[config.mk]
export PLATFORM = sky130hd
export DESIGN_NAME = alu_arbiter
export DESIGN_NICKNAME = d
export VERILOG_FILES = /design/src/rtl/alu_arbiter.sv
export SDC_FILE = /design/constraint.sdc
export NUM_CORES = 1
export LEC_CHECK = 0
export ABC_AREA = 1
export CAP_MARGIN = 20
export CORE_AREA = 2 2 108 110
export DETAILED_ROUTE_END_ITERATION = 16
export DIE_AREA = 0 0 110 112
export PLACE_DENSITY = 0.69
export SLEW_MARGIN = 15
export SYNTH_ARGS = -nofsm -noshare
export SYNTH_HDL_FRONTEND = slang
export SYNTH_SLANG_ARGS = --single-unit
[constraint.sdc]
create_clock -name clk -period 3.71 [get_ports clk]
set_clock_uncertainty 0.15 [all_clocks]
set_input_delay 0.9275 -clock clk [delete_from_list [all_inputs] [get_ports clk]]
set_output_delay 0.9275 -clock clk [all_outputs]
set_load 0.05 [all_outputs]
[src/rtl/alu_arbiter.sv]
// alu_arbiter -- lets two requesters share one combinational ALU.
// A request is granted combinationally when the single-entry response slot
// can take a new result; the ALU output is captured into that slot on the
// next rising edge, tagged with the index of the requester that issued it.
// Conflicts are settled round-robin by default.
// Optional build macro: ALU_ARB_FIXED_PRIO_EN -- requester 0 always wins a
// conflict and the round-robin history register is not built.
module alu_arbiter #(
   parameter int WIDTH = 32
) (
   input  logic             clk,
   input  logic             rst,
   input  logic             req0_valid,
   output logic             req0_ready,
   input  logic [3:0]       req0_op,
   input  logic [WIDTH-1:0] req0_a,
   input  logic [WIDTH-1:0] req0_b,
   input  logic             req1_valid,
   output logic             req1_ready,
   input  logic [3:0]       req1_op,
   input  logic [WIDTH-1:0] req1_a,
   input  logic [WIDTH-1:0] req1_b,
   output logic [3:0]       alu_control,
   output logic [WIDTH-1:0] alu_src1,
   output logic [WIDTH-1:0] alu_src2,
   input  logic [WIDTH-1:0] alu_result,
   input  logic             alu_zero,
   output logic             rsp_valid,
   input  logic             rsp_ready,
   output logic             rsp_id,
   output logic [WIDTH-1:0] rsp_result,
   output logic             rsp_zero
);

   typedef enum logic {
      SLOT_EMPTY = 1'b0,
      SLOT_FULL  = 1'b1
   } slotState_t;

   slotState_t slotState;
   logic       xferAllowed;
   logic       pick1;
   logic       grant0;
   logic       grant1;
`ifndef ALU_ARB_FIXED_PRIO_EN
   logic       lastGrant;
`endif

   // The slot can accept a new result when it is empty or being drained
   // this cycle; nothing is granted while reset is asserted.
   always_comb begin
      xferAllowed = !rst && ((slotState == SLOT_EMPTY) || rsp_ready);
   end

   // Pick which requester would win if the slot can take a result: a lone
   // requester always wins, a conflict goes to the one not served last
   // (or to requester 0 when fixed priority is built).
   always_comb begin
      pick1 = 1'b0;
      if (req1_valid && !req0_valid) begin
         pick1 = 1'b1;
      end else if (req0_valid && req1_valid) begin
`ifdef ALU_ARB_FIXED_PRIO_EN
         pick1 = 1'b0;
`else
         pick1 = !lastGrant;
`endif
      end
   end

   // Grants are one-hot or zero, so the ALU mux below never sees two sources.
   always_comb begin
      grant0 = xferAllowed && req0_valid && !pick1;
      grant1 = xferAllowed && req1_valid && pick1;
   end

   assign req0_ready = grant0;
   assign req1_ready = grant1;
   assign rsp_valid  = (slotState == SLOT_FULL);

   // Steer the granted requester's operation onto the shared ALU; drive
   // zeros when nobody is granted so the ALU sees a quiet, known input.
   always_comb begin
      alu_control = 4'b0000;
      alu_src1    = '0;
      alu_src2    = '0;
      if (grant0) begin
         alu_control = req0_op;
         alu_src1    = req0_a;
         alu_src2    = req0_b;
      end else if (grant1) begin
         alu_control = req1_op;
         alu_src1    = req1_a;
         alu_src2    = req1_b;
      end
   end

   // Response slot: capture the ALU output on a grant (overwriting a slot
   // being drained in the same cycle), empty it on a drain with no new
   // work, otherwise hold everything stable. Reset discards any pending
   // response and makes requester 0 the first conflict winner.
   always_ff @(posedge clk or posedge rst) begin
      if (rst) begin
         slotState  <= SLOT_EMPTY;
         rsp_id     <= 1'b0;
         rsp_result <= '0;
         rsp_zero   <= 1'b0;
`ifndef ALU_ARB_FIXED_PRIO_EN
         lastGrant  <= 1'b1;
`endif
      end else if (grant0 || grant1) begin
         slotState  <= SLOT_FULL;
         rsp_id     <= grant1;
         rsp_result <= alu_result;
         rsp_zero   <= alu_zero;
`ifndef ALU_ARB_FIXED_PRIO_EN
         lastGrant  <= grant1;
`endif
      end else if ((slotState == SLOT_FULL) && rsp_ready) begin
         slotState  <= SLOT_EMPTY;
      end
   end

endmodule

==> flow_summary.json, run 1 <==
{
  "worstMarginPinSlew_ps": 540,
  "die_area_um2": 12300,
  "dp_cells": 789,
  "comb_power_share": 0.620,
  "drive_above_1_share": 0.142,
  "slew_headroom": 0.639,
  "swShare": 0.439,
  "drv_slew": 0,
  "grt_max_degree": 43,
  "vias_per_cell": 4.32,
  "first_pass_iters": 4,
  "worst_setup_path_end_kind": "output port",
  "worstHoldStart": "lastGrant",
  "antenna_found_initial": 2,
  "post-route-util": 0.548,
  "hold_viol_final": 0,
  "wl_met3_um": 1540,
  "pre_cts_slack_ps": 170,
  "setup_violations": 0,
  "ir_worst_vdd_uv": 400,
  "ys_ff_latch": 36,
  "finalSetupTns_ps": 0,
  "p_int_mw": 1.46,
  "grt_pass1_wl_um": 18400,
  "fill_cells": 1019,
  "final_cell_mix": "278 x nand2_1, 208 x clkdlybuf4s50_1, 74 x buf_12",
  "core.rowCount": 39,
  "p_sw_mw": 1.14,
  "clock-sinks": 36,
  "fin_crit_ps": 3530,
  "ant_nets": 0,
  "ys_top_cells_by_area": "nand2_1 45%, dfrtp_1 38%, nand3_1 7.3%",
  "instances_no_fill": 796,
  "grt_pass1_vias": 3471,
  "syn2layout_area_growth_pct": 162,
  "finalPower_mw": 2.60,
  "num-nets-final": 827,
  "die_y_um": 112,
  "maxCapViolCount": 0,
  "status": "completed",
  "top_layer": "met5",
  "wl_met2_um": 6130,
  "seqPwrFrac": 0.214,
  "setup_ws_ps": 184,
  "wl_um": 12400,
  "multi_input_area_um2": 1270,
  "leakage_nw": 2.91,
  "cp.required_ps": 2630,
  "layout_commonest_cell": "nand2_1",
  "boundaryPins": 279,
  "yosysUniqueCellTypes": 12,
  "start_kind": "input pin",
  "yosys.area.top_type": "nand2_1",
  "synthesis.nets": 557,
  "crit_type": "in -> out",
  "cts_tree": "yes",
  "clock_path_buffers": 2,
  "p_per_area_nw_per_um2": 425,
  "min_period_over_period": 0.950,
  "fmax_mhz": 284,
  "dr_total_vias": 3442,
  "post-cts-setup-buffer-count": 0,
  "cts_made_buffers": 5,
  "rr_startpoint": "lastGrant",
  "ys_seq_area_frac": 0.386,
  "hold_path.class": "reg -> reg",
  "startpoint": "rsp_ready",
  "synth_cells": 383,
  "path_clk_slew_ps": 50,
  "hpwl_um": 10500,
  "hold_buffers": 0,
  "wl_per_cell_um": 15.6,
  "cts_resized": 0,
  "drt_iter0_markers": 193,
  "place.gp.congestion": 0.921,
  "htree_levels": 2,
  "root_buffer": "clkbuf_16",
  "antenna_cells": 0,
  "initial_utilization": 0.209,
  "netlist_area_um2": 2330,
  "die_x_um": 110,
  "insertion_delay_ps": 280,
  "power_frac_clock": 0.166,
  "critPathMaxFanout": 42,
  "drc": 0,
  "core_area_um2": 11200,
  "synth.top_cell.area_share": 0.447,
  "portBuffers": 278,
  "arrival_ps": 2450,
  "grt.overflow.total": 0,
  "syn_avg_cell_area_um2": 6.10,
  "m1WireLength_um": 4390,
  "grt_setup_unrepaired": "no",
  "synth_warnings": 0,
  "seqCellArea_um2": 902,
  "track_usage": 0.195
}
power groups by stage:
| stage | Sequential (mW) | Combinational [mW] | Clock [mW] |
|---|---|---|---|
| 3_5_place_dp | 0.557 | 1.62 | 0 |
| 4_1_cts | 0.556 | 1.62 | 0.442 |
| 2_1_floorplan | 0.891 | 0.491 | 0 |
| 6_report | 0.556 | 1.61 | 0.432 |
| 3_3_place_gp | 0.554 | 1.61 | 0 |
| 5_1_grt | 0.569 | 1.69 | 0.456 |
registers in the layout, summed over array words and instances, names as in the netlist:
signal and count:
rsp_id 1, lastGrant 1, rsp_valid 1, rsp_zero 1, rsp_result 32
path summary, 6_finish.rpt:
check	endpoint	slack [ps]	cells after the start
worst max-delay path	alu_src2[3]	180	9
worst max register to register	rsp_result[8]	2090	7
worst min register to register	lastGrant	320	2
worst min-delay path	lastGrant	320	2
min in group asynchronous	rsp_valid	1040	3
max in group asynchronous	lastGrant	2020	3
cell usage after synthesis:
library cell and n:
buf_6 4, inv_1 5, a21oi_2 2, nand3_1 34
dfrtp_1 35, nand2_1 278, a21oi_4 1, nand2_4 2
inv_2 2, buf_2 16, clkbuf_1 3, dfstp_2 1
per-layer routing:
layer / global-route usage / vias to the layer above
met5: 0 / -
met2: 0.349 / 178
met4: 0.0658 / 4
met1: 0.201 / 1536
li1: - / 1698
met3: 0.0796 / 26
area by class of cell:
| class | instances | area share |
|---|---|---|
| inverter | 7 | 0.00429 |
| multi-input combinational | 317 | 0.207 |
| tap | 143 | 0.0292 |
| sequential | 36 | 0.147 |
| timing repair buffer | 286 | 0.587 |
| clock buffer | 7 | 0.0249 |
critical path, stage by stage:
cell and delay, ps:
clkdlybuf4s50_1 470, inv_1 80, a21oi_4 190, nand2_4 60, inv_2 100, buf_12 210, nand2_1 110, nand2_1 140
buf_12 150
metrics by stage:
| stage | hold slack, ps | instance area (µm²) |
|---|---|---|
| after global routing | 359 | 6120 |
| after floorplan | 301 | 2330 |
| after detailed placement | 316 | 5970 |
| after CTS | 330 | 6120 |
| after global placement | 307 | 5970 |
| final | 324 | 6120 |
kinds of logic after synthesis:
kind of cell | synth area share
AOI/OAI and AO/OA | 0.0145
DFF | 0.386
buffers and inverters | 0.0697
and+or+nand+nor | 0.529
Power figures use the tool's default switching activity.
==> run 2, diff against run 1 <==
CORE_AREA = 3 3 109 111   (was 2 2 108 110)
DIE_AREA = 0 0 112 114   (was 0 0 110 112)
==> flow_summary.json, run 2 (same netlist as run 1, synthesis figures left out) <==
{
  "status": "completed",
  "clock_path_buffers": 2,
  "rr_startpoint": "lastGrant",
  "cts_resized": 0,
  "dr_total_vias": 3410,
  "regMostFlops": "rsp_result",
  "arrival_ps": 2430,
  "die_x_um": 112,
  "fin_crit_ps": 3510,
  "final_cell_mix": "278 x nand2_1, 208 x clkdlybuf4s50_1, 75 x buf_12",
  "r2r-end": "rsp_result[27]",
  "drt_iter0_markers": 220,
  "root_buffer": "clkbuf_8",
  "core_area_um2": 10900,
  "finalSetupTns_ps": 0,
  "fmax_mhz": 285,
  "grt_pass1_wl_um": 18400,
  "start_kind": "input pin",
  "boundaryPins": 279,
  "hold_buffers": 0,
  "cts_made_buffers": 5,
  "track_usage": 0.181,
  "post-cts-setup-buffer-count": 0,
  "ant_nets": 0,
  "die_y_um": 114,
  "setup_ws_ps": 205,
  "critPathMaxFanout": 37,
  "die_area_um2": 12800,
  "placed_area_um2": 5990,
  "syn2layout_area_growth_pct": 161,
  "ir_worst_vdd_uv": 305,
  "portBuffers": 278,
  "first_pass_iters": 4,
  "initial_utilization": 0.214,
  "use_met3": 0.0414,
  "whs_endpoint": "rsp_id",
  "grt_max_degree": 38,
  "drv_slew": 0,
  "core.rowCount": 38,
  "rrSetupSlack_ps": 2090,
  "num-nets-final": 829,
  "finalPower_mw": 2.45,
  "largest_register_ff_count": 32,
  "slew_headroom": 0.638,
  "clock-sinks": 36,
  "stdcell_area_um2": 6080,
  "vias_per_cell": 4.28,
  "antenna_cells": 0,
  "setup_violations": 0,
  "crit_type": "in -> out",
  "instances_no_fill": 796,
  "cp.required_ps": 2630,
  "maxCapViolCount": 0,
  "whs_ps": 329,
  "hold_path.class": "reg -> reg",
  "worst-r2r-cell-count": 7,
  "min_path_cells": 2,
  "leakage_nw": 2.89,
  "grt_pass1_vias": 3402,
  "use_met1": 0.214,
  "hpwl_um": 10500,
  "drc": 0,
  "wl_um": 12600,
  "grt_setup_unrepaired": "no",
  "pre_cts_slack_ps": 217,
  "worstMarginPinSlew_ps": 541,
  "worst_setup_path_end_kind": "output port",
  "wl_per_cell_um": 15.8,
  "use_met2": 0.326,
  "worstHoldStart": "rsp_id",
  "place.gp.congestion": 0.933,
  "grt.busiest_layer": "met2",
  "p_per_area_nw_per_um2": 403,
  "hold_viol_final": 0,
  "min_period_over_period": 0.945,
  "cts_tree": "yes",
  "post-route-util": 0.559,
  "htree_levels": 2,
  "layout_commonest_cell": "nand2_1",
  "insertion_delay_ps": 280,
  "drive_above_1_share": 0.143,
  "path_clk_slew_ps": 70,
  "dp_cells": 788,
  "grt.overflow.total": 0,
  "antenna_found_initial": 0
}
## run 2: cell types whose count changed in the layout (fill, tap and decap cells not counted)
cell	before	now
buf_12	74	75
buf_4	4	5
clkbuf_1	0	2
clkbuf_16	5	0
clkbuf_8	2	6
## run 2: critical path, cell delays in order
cell and delay, ps:
clkdlybuf4s50_1 460, inv_1 70, a21oi_4 190, nand2_4 60, inv_2 110, buf_12 200
nand2_1 100, nand2_1 140, buf_12 150
## run 2: layout make-up
type | instances | area, µm²
sequential | 36 | 902
multi-input combinational | 317 | 1270
timing repair buffer | 288 | 3620
inverter | 7 | 26.3
fill | 1004 | 4800
clock buffer | 8 | 90.1
tap | 140 | 175
## run 2: worst max path at each step
stage	start	cells past startpoint	to
5_1_grt	rsp_ready	9	alu_src2[2]
6_report	rsp_ready	9	alu_src2[20]
2_1_floorplan	rsp_ready	7	alu_src1[22]
3_3_place_gp	rsp_ready	9	alu_src1[10]
3_5_place_dp	rsp_ready	9	alu_src2[13]
4_1_cts	rsp_ready	9	alu_src2[13]
## run 2: per-layer routing
metal / wire (µm) / up-vias
met1: 4930 / 1510
met2: 6370 / 173
li1: - / 1704
met5: 0 / -
met4: 365 / 0
met3: 914 / 23
## run 2: power by group
part | switching, mW | leakage [nW] | internal (mW) | total, mW
registers | 0.0580 | 0.442 | 0.493 | 0.551
logic | 0.930 | 2.41 | 0.687 | 1.62
clock network | 0.134 | 0.0455 | 0.152 | 0.285
total | 1.12 | 2.89 | 1.33 | 2.45
==> RTL edit 1, RTL diff (flow settings as in run 2) <==
Add a define of `ALU_ARB_FIXED_PRIO_EN`.
--- a/src/rtl/alu_arbiter.sv
+++ b/src/rtl/alu_arbiter.sv
@@ -6,4 +6,6 @@
 // Optional build macro: ALU_ARB_FIXED_PRIO_EN -- requester 0 always wins a
 // conflict and the round-robin history register is not built.
+`define ALU_ARB_FIXED_PRIO_EN
+
 module alu_arbiter #(
    parameter int WIDTH = 32
Function: changed (Yosys sat finds a counterexample within 4 cycles, from zero or initial values and one cycle with rst high).
==> RTL edit 1 against run 2 <==
Design area grew 1.1%; die area is the same; worst hold slack lost 0.0050 ns; global-route usage grew 1.6 points; final cell count shrank 1.0%; power shrank 18%; largest cell class unchanged; sequential cell count shrank 1; synthesized area grew 3.6%; highest routed layer unchanged; worst setup slack lost 0.036 ns; routed wire length grew 4.5%.
==> RTL edit 1: results (changes against run 2) <==
Sw Share -> 0.414 (was 0.457)
Antenna violations before repair -> 1 (was 0)
# H-tree levels -> 2 (unchanged)
Maximum vdd ir drop -> 0.231 mV (was 0.305 mV)
RR Startpoint -> rsp_valid$_DFFE_PP0P_ (was lastGrant$_DFFE_PP1P_)
Tmin final -> 3.54 ns (was 3.51 ns)
Fill cells -> 970 (was 1004)
DR pass1 iterations -> 4 (unchanged)
Worst r2r dst -> rsp_result[27]$_DFFE_PP0P_ (unchanged)
Synth top cells by count -> nand2_1 (239), dfrtp_1 (35), nand3_1 (34), o211ai_1 (33), clkbuf_1 (13) (was nand2_1 (278), dfrtp_1 (35), nand3_1 (34), buf_2 (16), inv_1 (5))
Nets@finish -> 820 (was 829)
All-Layer GR Usage -> 0.197 (was 0.181)
Total number of vias -> 3515 (was 3410)
First-pass GRT wire length -> 19900 µm (was 18400 µm)
Clock Pin Slew Worst Setup and Hold Paths -> 0.07 ns (about the same)
Hold_sp -> rsp_id$_DFFE_PP0P_ (unchanged)
Drt wl/cell -> 16.7 µm (was 15.8 µm)
PostCTS Resize Cnt -> 0 (unchanged)
Crit path launch -> req0_valid (was rsp_ready)
Worst Hold Depth -> 2 (unchanged)
Mapped Nets -> 556 (was 557)
Grt met3 use -> 0.0552 (was 0.0414)
Met2 usage -> 0.361 (was 0.326)
Worst slew margin -> 0.628 (was 0.638)
Hold EP -> rsp_id$_DFFE_PP0P_ (unchanged)
Max FO, Critical Path -> 44 (was 37)
Number of synthesized flops with an enable pin -> 0 (unchanged)
Port bufs -> 278 (unchanged)
Top FF cell, synth -> dfrtp_1 (unchanged)
Reg2reg setup slack -> 2.30 ns (was 2.09 ns)
CTS root buffer -> clkbuf_8 (unchanged)
Leak Pwr -> 2.82 nW (was 2.89 nW)
Met1 Use GR -> 0.226 (was 0.214)
Hold slack -> 0.324 ns (was 0.329 ns)
Drt initial violations -> 251 (was 220)
Main area contributors after synthesis -> nand2_1 (37%), dfrtp_1 (36%), o211ai_1 (10%) (was nand2_1 (45%), dfrtp_1 (38%), nand3_1 (7.3%))
Post-synthesis sequential area ratio -> 0.362 (was 0.386)
Pin count of the biggest net entering global routing -> 49 (was 38)
CTS Buffer Depth -> 2 (unchanged)
R2r worst-path depth -> 5 (was 7)
Inserted Clock Buffers -> 5 (unchanged)
DP Worst Slack -> 0.158 ns (was 0.217 ns)
Yosys cell types -> 15 (was 12)
Arr. time, crit path -> 2.46 ns (was 2.43 ns)
Detailed Place HPWL -> 10800 µm (was 10500 µm)
Crit-path max cell delay -> 0.52 ns (was 0.46 ns)
GPL Wtd Cong -> 0.962 (was 0.933)
Run status -> finished, final reports clean (unchanged)
Share of layout cells above drive strength 1 -> 0.150 (was 0.143)
RTL edit 1: changes by cell type after synthesis, moves of 3 or more:
cell      change
nand2_1      -39
o211ai_1     +33
clkbuf_1     +10
buf_2         -5
inv_1         -4
buf_1         +3
RTL edit 1: logic make-up after synthesis:
family / Yosys count / share of synthesized area
AND/OR/NAND/NOR: 277 / 0.463
buffers and inverters: 36 / 0.0708
flip-flops: 35 / 0.362
AO/OA/AOI/OAI: 34 / 0.104
RTL edit 1: power groups by stage:
stage	Clock, mW	Sequential (mW)	Combinational (mW)
after floorplan	0	0.732	0.340
after global placement	0	0.495	1.17
after detailed placement	0	0.494	1.18
after CTS	0.372	0.489	1.18
after global routing	0.389	0.497	1.23
final	0.359	0.488	1.17
RTL edit 1: final cells by class:
cell class / instances / area, µm² / area share
timing repair buffer: 288 / 3580 / 0.583
multi-input combinational: 311 / 1380 / 0.224
sequential: 35 / 876 / 0.142
tap: 140 / 175 / 0.0285
clock buffer: 6 / 82.6 / 0.0134
clock inverter: 2 / 35.0 / 0.00570
inverter: 5 / 18.8 / 0.00305
antenna: 1 / 2.50 / 0.000407
RTL edit 1: worst register-to-register path: cells and delay by family (launching register included):
family / cells / cell delay [ns]
buf+inv: 1 / 0.35
simple gates: 4 / 0.46
flops: 1 / 0.40
RTL edit 1: metal layers:
metal,share of wire,up-vias
li1,-,1746
met1,0.38,1563
met2,0.52,185
met3,0.084,21
met4,0.023,0
met5,0,-
RTL edit 1: stage by stage:
step / instances / area (µm²) / util
6_report: 788 / 6150 / 0.565
3_3_place_gp: 779 / 6030 / 0.554
3_5_place_dp: 779 / 6030 / 0.554
4_1_cts: 787 / 6150 / 0.565
2_1_floorplan: 382 / 2420 / -
5_1_grt: 788 / 6150 / 0.565
RTL edit 1: worst max path at each step:
stage                        end  cells past startpoint
finish               alu_src1[3]                      8
global route         alu_src1[3]                      8
CTS                  alu_src1[3]                      8
detailed placement   alu_src1[3]                      8
global placement    alu_src1[20]                      8
floorplan           alu_src1[22]                      6
==> RTL edit 2, RTL diff (settings of run 2) <==
Made on the original files. Make the reset (`rst`) synchronous in one clocked block.
--- a/src/rtl/alu_arbiter.sv
+++ b/src/rtl/alu_arbiter.sv
@@ -100,5 +100,5 @@
    // work, otherwise hold everything stable. Reset discards any pending
    // response and makes requester 0 the first conflict winner.
-   always_ff @(posedge clk or posedge rst) begin
+   always_ff @(posedge clk) begin
       if (rst) begin
          slotState  <= SLOT_EMPTY;
Behaviour: differs if rst is asserted again (counterexample within 4 cycles, from zero or initial values and one cycle with rst high); with rst held inactive, the same outputs for 10 cycles.
==> RTL edit 2 against run 2 <==
Die area stayed put; sequential cell count stayed put; routed wire length is 4.6% lower; power is 34% lower; worst setup slack worse by 0.11 ns; count of clock-buffer cells in the layout is 3 lower; critical path depth is 1 higher; synthesized area is 1.2% higher; design area is 1.1% higher; critical path type unchanged.
==> RTL edit 2: results (changes against run 2) <==
DRT Wirelength -> 12000 µm (was 12600 µm)
RR Startpoint -> rsp_valid$_SDFFE_PP0P_ (was lastGrant$_DFFE_PP1P_)
Fill cells -> 1001 (was 1004)
Hold slack -> 0.322 ns (was 0.329 ns)
Post-Layout Cell Count -> 864 (was 796)
Hold_sp -> lastGrant$_SDFFE_PP1P_ (was rsp_id$_DFFE_PP0P_)
Share of layout cells above drive strength 1 -> 0.138 (was 0.143)
Pin count of the biggest net entering global routing -> 64 (was 38)
DP Worst Slack -> 0.0723 ns (was 0.217 ns)
Post-synthesis sequential area ratio -> 0.305 (was 0.386)
Yosys cell types -> 15 (was 12)
Hold EP -> lastGrant$_SDFFE_PP1P_ (was rsp_id$_DFFE_PP0P_)
GPL Wtd Cong -> 0.853 (was 0.933)
Drt initial violations -> 158 (was 220)
Via/cell ratio -> 4.10 (was 4.28)
Number of global-route vias before repair -> 3562 (was 3402)
All-Layer GR Usage -> 0.173 (was 0.181)
Arr. time, crit path -> 2.54 ns (was 2.43 ns)
Max FO, Critical Path -> 15 (was 37)
Avg Cell Area, Syn -> 5.28 µm² (was 6.10 µm²)
Actual slew at the worst max-slew pin -> 0.566 ns (was 0.541 ns)
Reg2reg setup slack -> 2.24 ns (was 2.09 ns)
Main area contributors after synthesis -> nand2_1 (44%), dfxtp_1 (30%), nor2_1 (10%) (was nand2_1 (45%), dfrtp_1 (38%), nand3_1 (7.3%))
First-pass GRT wire length -> 17700 µm (was 18400 µm)
Maximum vdd ir drop -> 0.150 mV (was 0.305 mV)
Synth top cells by count -> nand2_1 (275), nor2_1 (66), dfxtp_1 (36), inv_1 (36), buf_2 (12) (was nand2_1 (278), dfrtp_1 (35), nand3_1 (34), buf_2 (16), inv_1 (5))
Top FF cell, synth -> dfxtp_1 (was dfrtp_1)
Asr flop ratio synth -> 0 (was 1.00)
Placed cell count -> 854 (was 788)
Nets@finish -> 897 (was 829)
Antenna violations before repair -> 0 (unchanged)
Detailed Place HPWL -> 10200 µm (was 10500 µm)
Run status -> finished, final reports clean (unchanged)
Mapped Nets -> 622 (was 557)
Worst r2r dst -> rsp_result[0]$_SDFFE_PP0P_ (was rsp_result[27]$_DFFE_PP0P_)
Leak Pwr -> 2.92 nW (was 2.89 nW)
DP Area -> 6020 µm² (was 5990 µm²)
Yosys Warn Count -> 0 (unchanged)
-- RTL edit 2: how the worst max path moves through the flow --
stage,from,endpoint,slack (ns),cells past startpoint
6_report,req0_valid,alu_src1[13],0.1,10
5_1_grt,req0_valid,alu_src1[12],0.008,10
3_5_place_dp,req0_valid,alu_src1[13],0.07,10
2_1_floorplan,rst,alu_src2[22],0.55,8
3_3_place_gp,rsp_ready,alu_src2[3],0.15,11
4_1_cts,req0_valid,alu_src1[13],0.07,10
-- RTL edit 2: routing by layer --
layer	part of all wire	wire, µm	global-route usage
met3	0.080	957	0.0531
met1	0.34	4110	0.177
met4	0.037	443	0.0713
met5	0	0	0
met2	0.54	6490	0.327
-- RTL edit 2: critical path, cell delays in order --
cell and delay [ns]:
clkdlybuf4s50_1 0.53, nand2_1 0.09, nand2_2 0.12, nand3_2 0.13, inv_4 0.10, buf_12 0.16, buf_12 0.14, nand2_1 0.05
nand2_1 0.11, buf_12 0.15
-- RTL edit 2: cell families after synthesis --
logic type             after synthesis  synth area share
AND/OR/NAND/NOR                    346             0.555
buffers and inverters               64             0.133
flip-flops                          36             0.305
AO/OA/AOI/OAI                        2           0.00635
-- RTL edit 2: layout make-up --
type	count	area (µm²)	share of cell area
Tap cell	140	175	0.0285
Timing Repair Buffer	292	3680	0.598
Clock buffer	5	68.8	0.0112
Clock inverter	3	18.8	0.00305
Sequential cell	36	721	0.117
Inverter	40	153	0.0248
Multi-Input combinational cell	348	1340	0.217
-- RTL edit 2: report_power, final --
part / internal, mW / switching (mW)
Combinational: 0.445 / 0.474
Clock: 0.131 / 0.140
Sequential: 0.418 / 0.0158
Total: 0.994 / 0.630
-- RTL edit 2: repair_timing --
item | CTS | global route
setup endpoints to repair | 0 | 17
buffers inserted | 0 | 1
resized for setup | 0 | 1
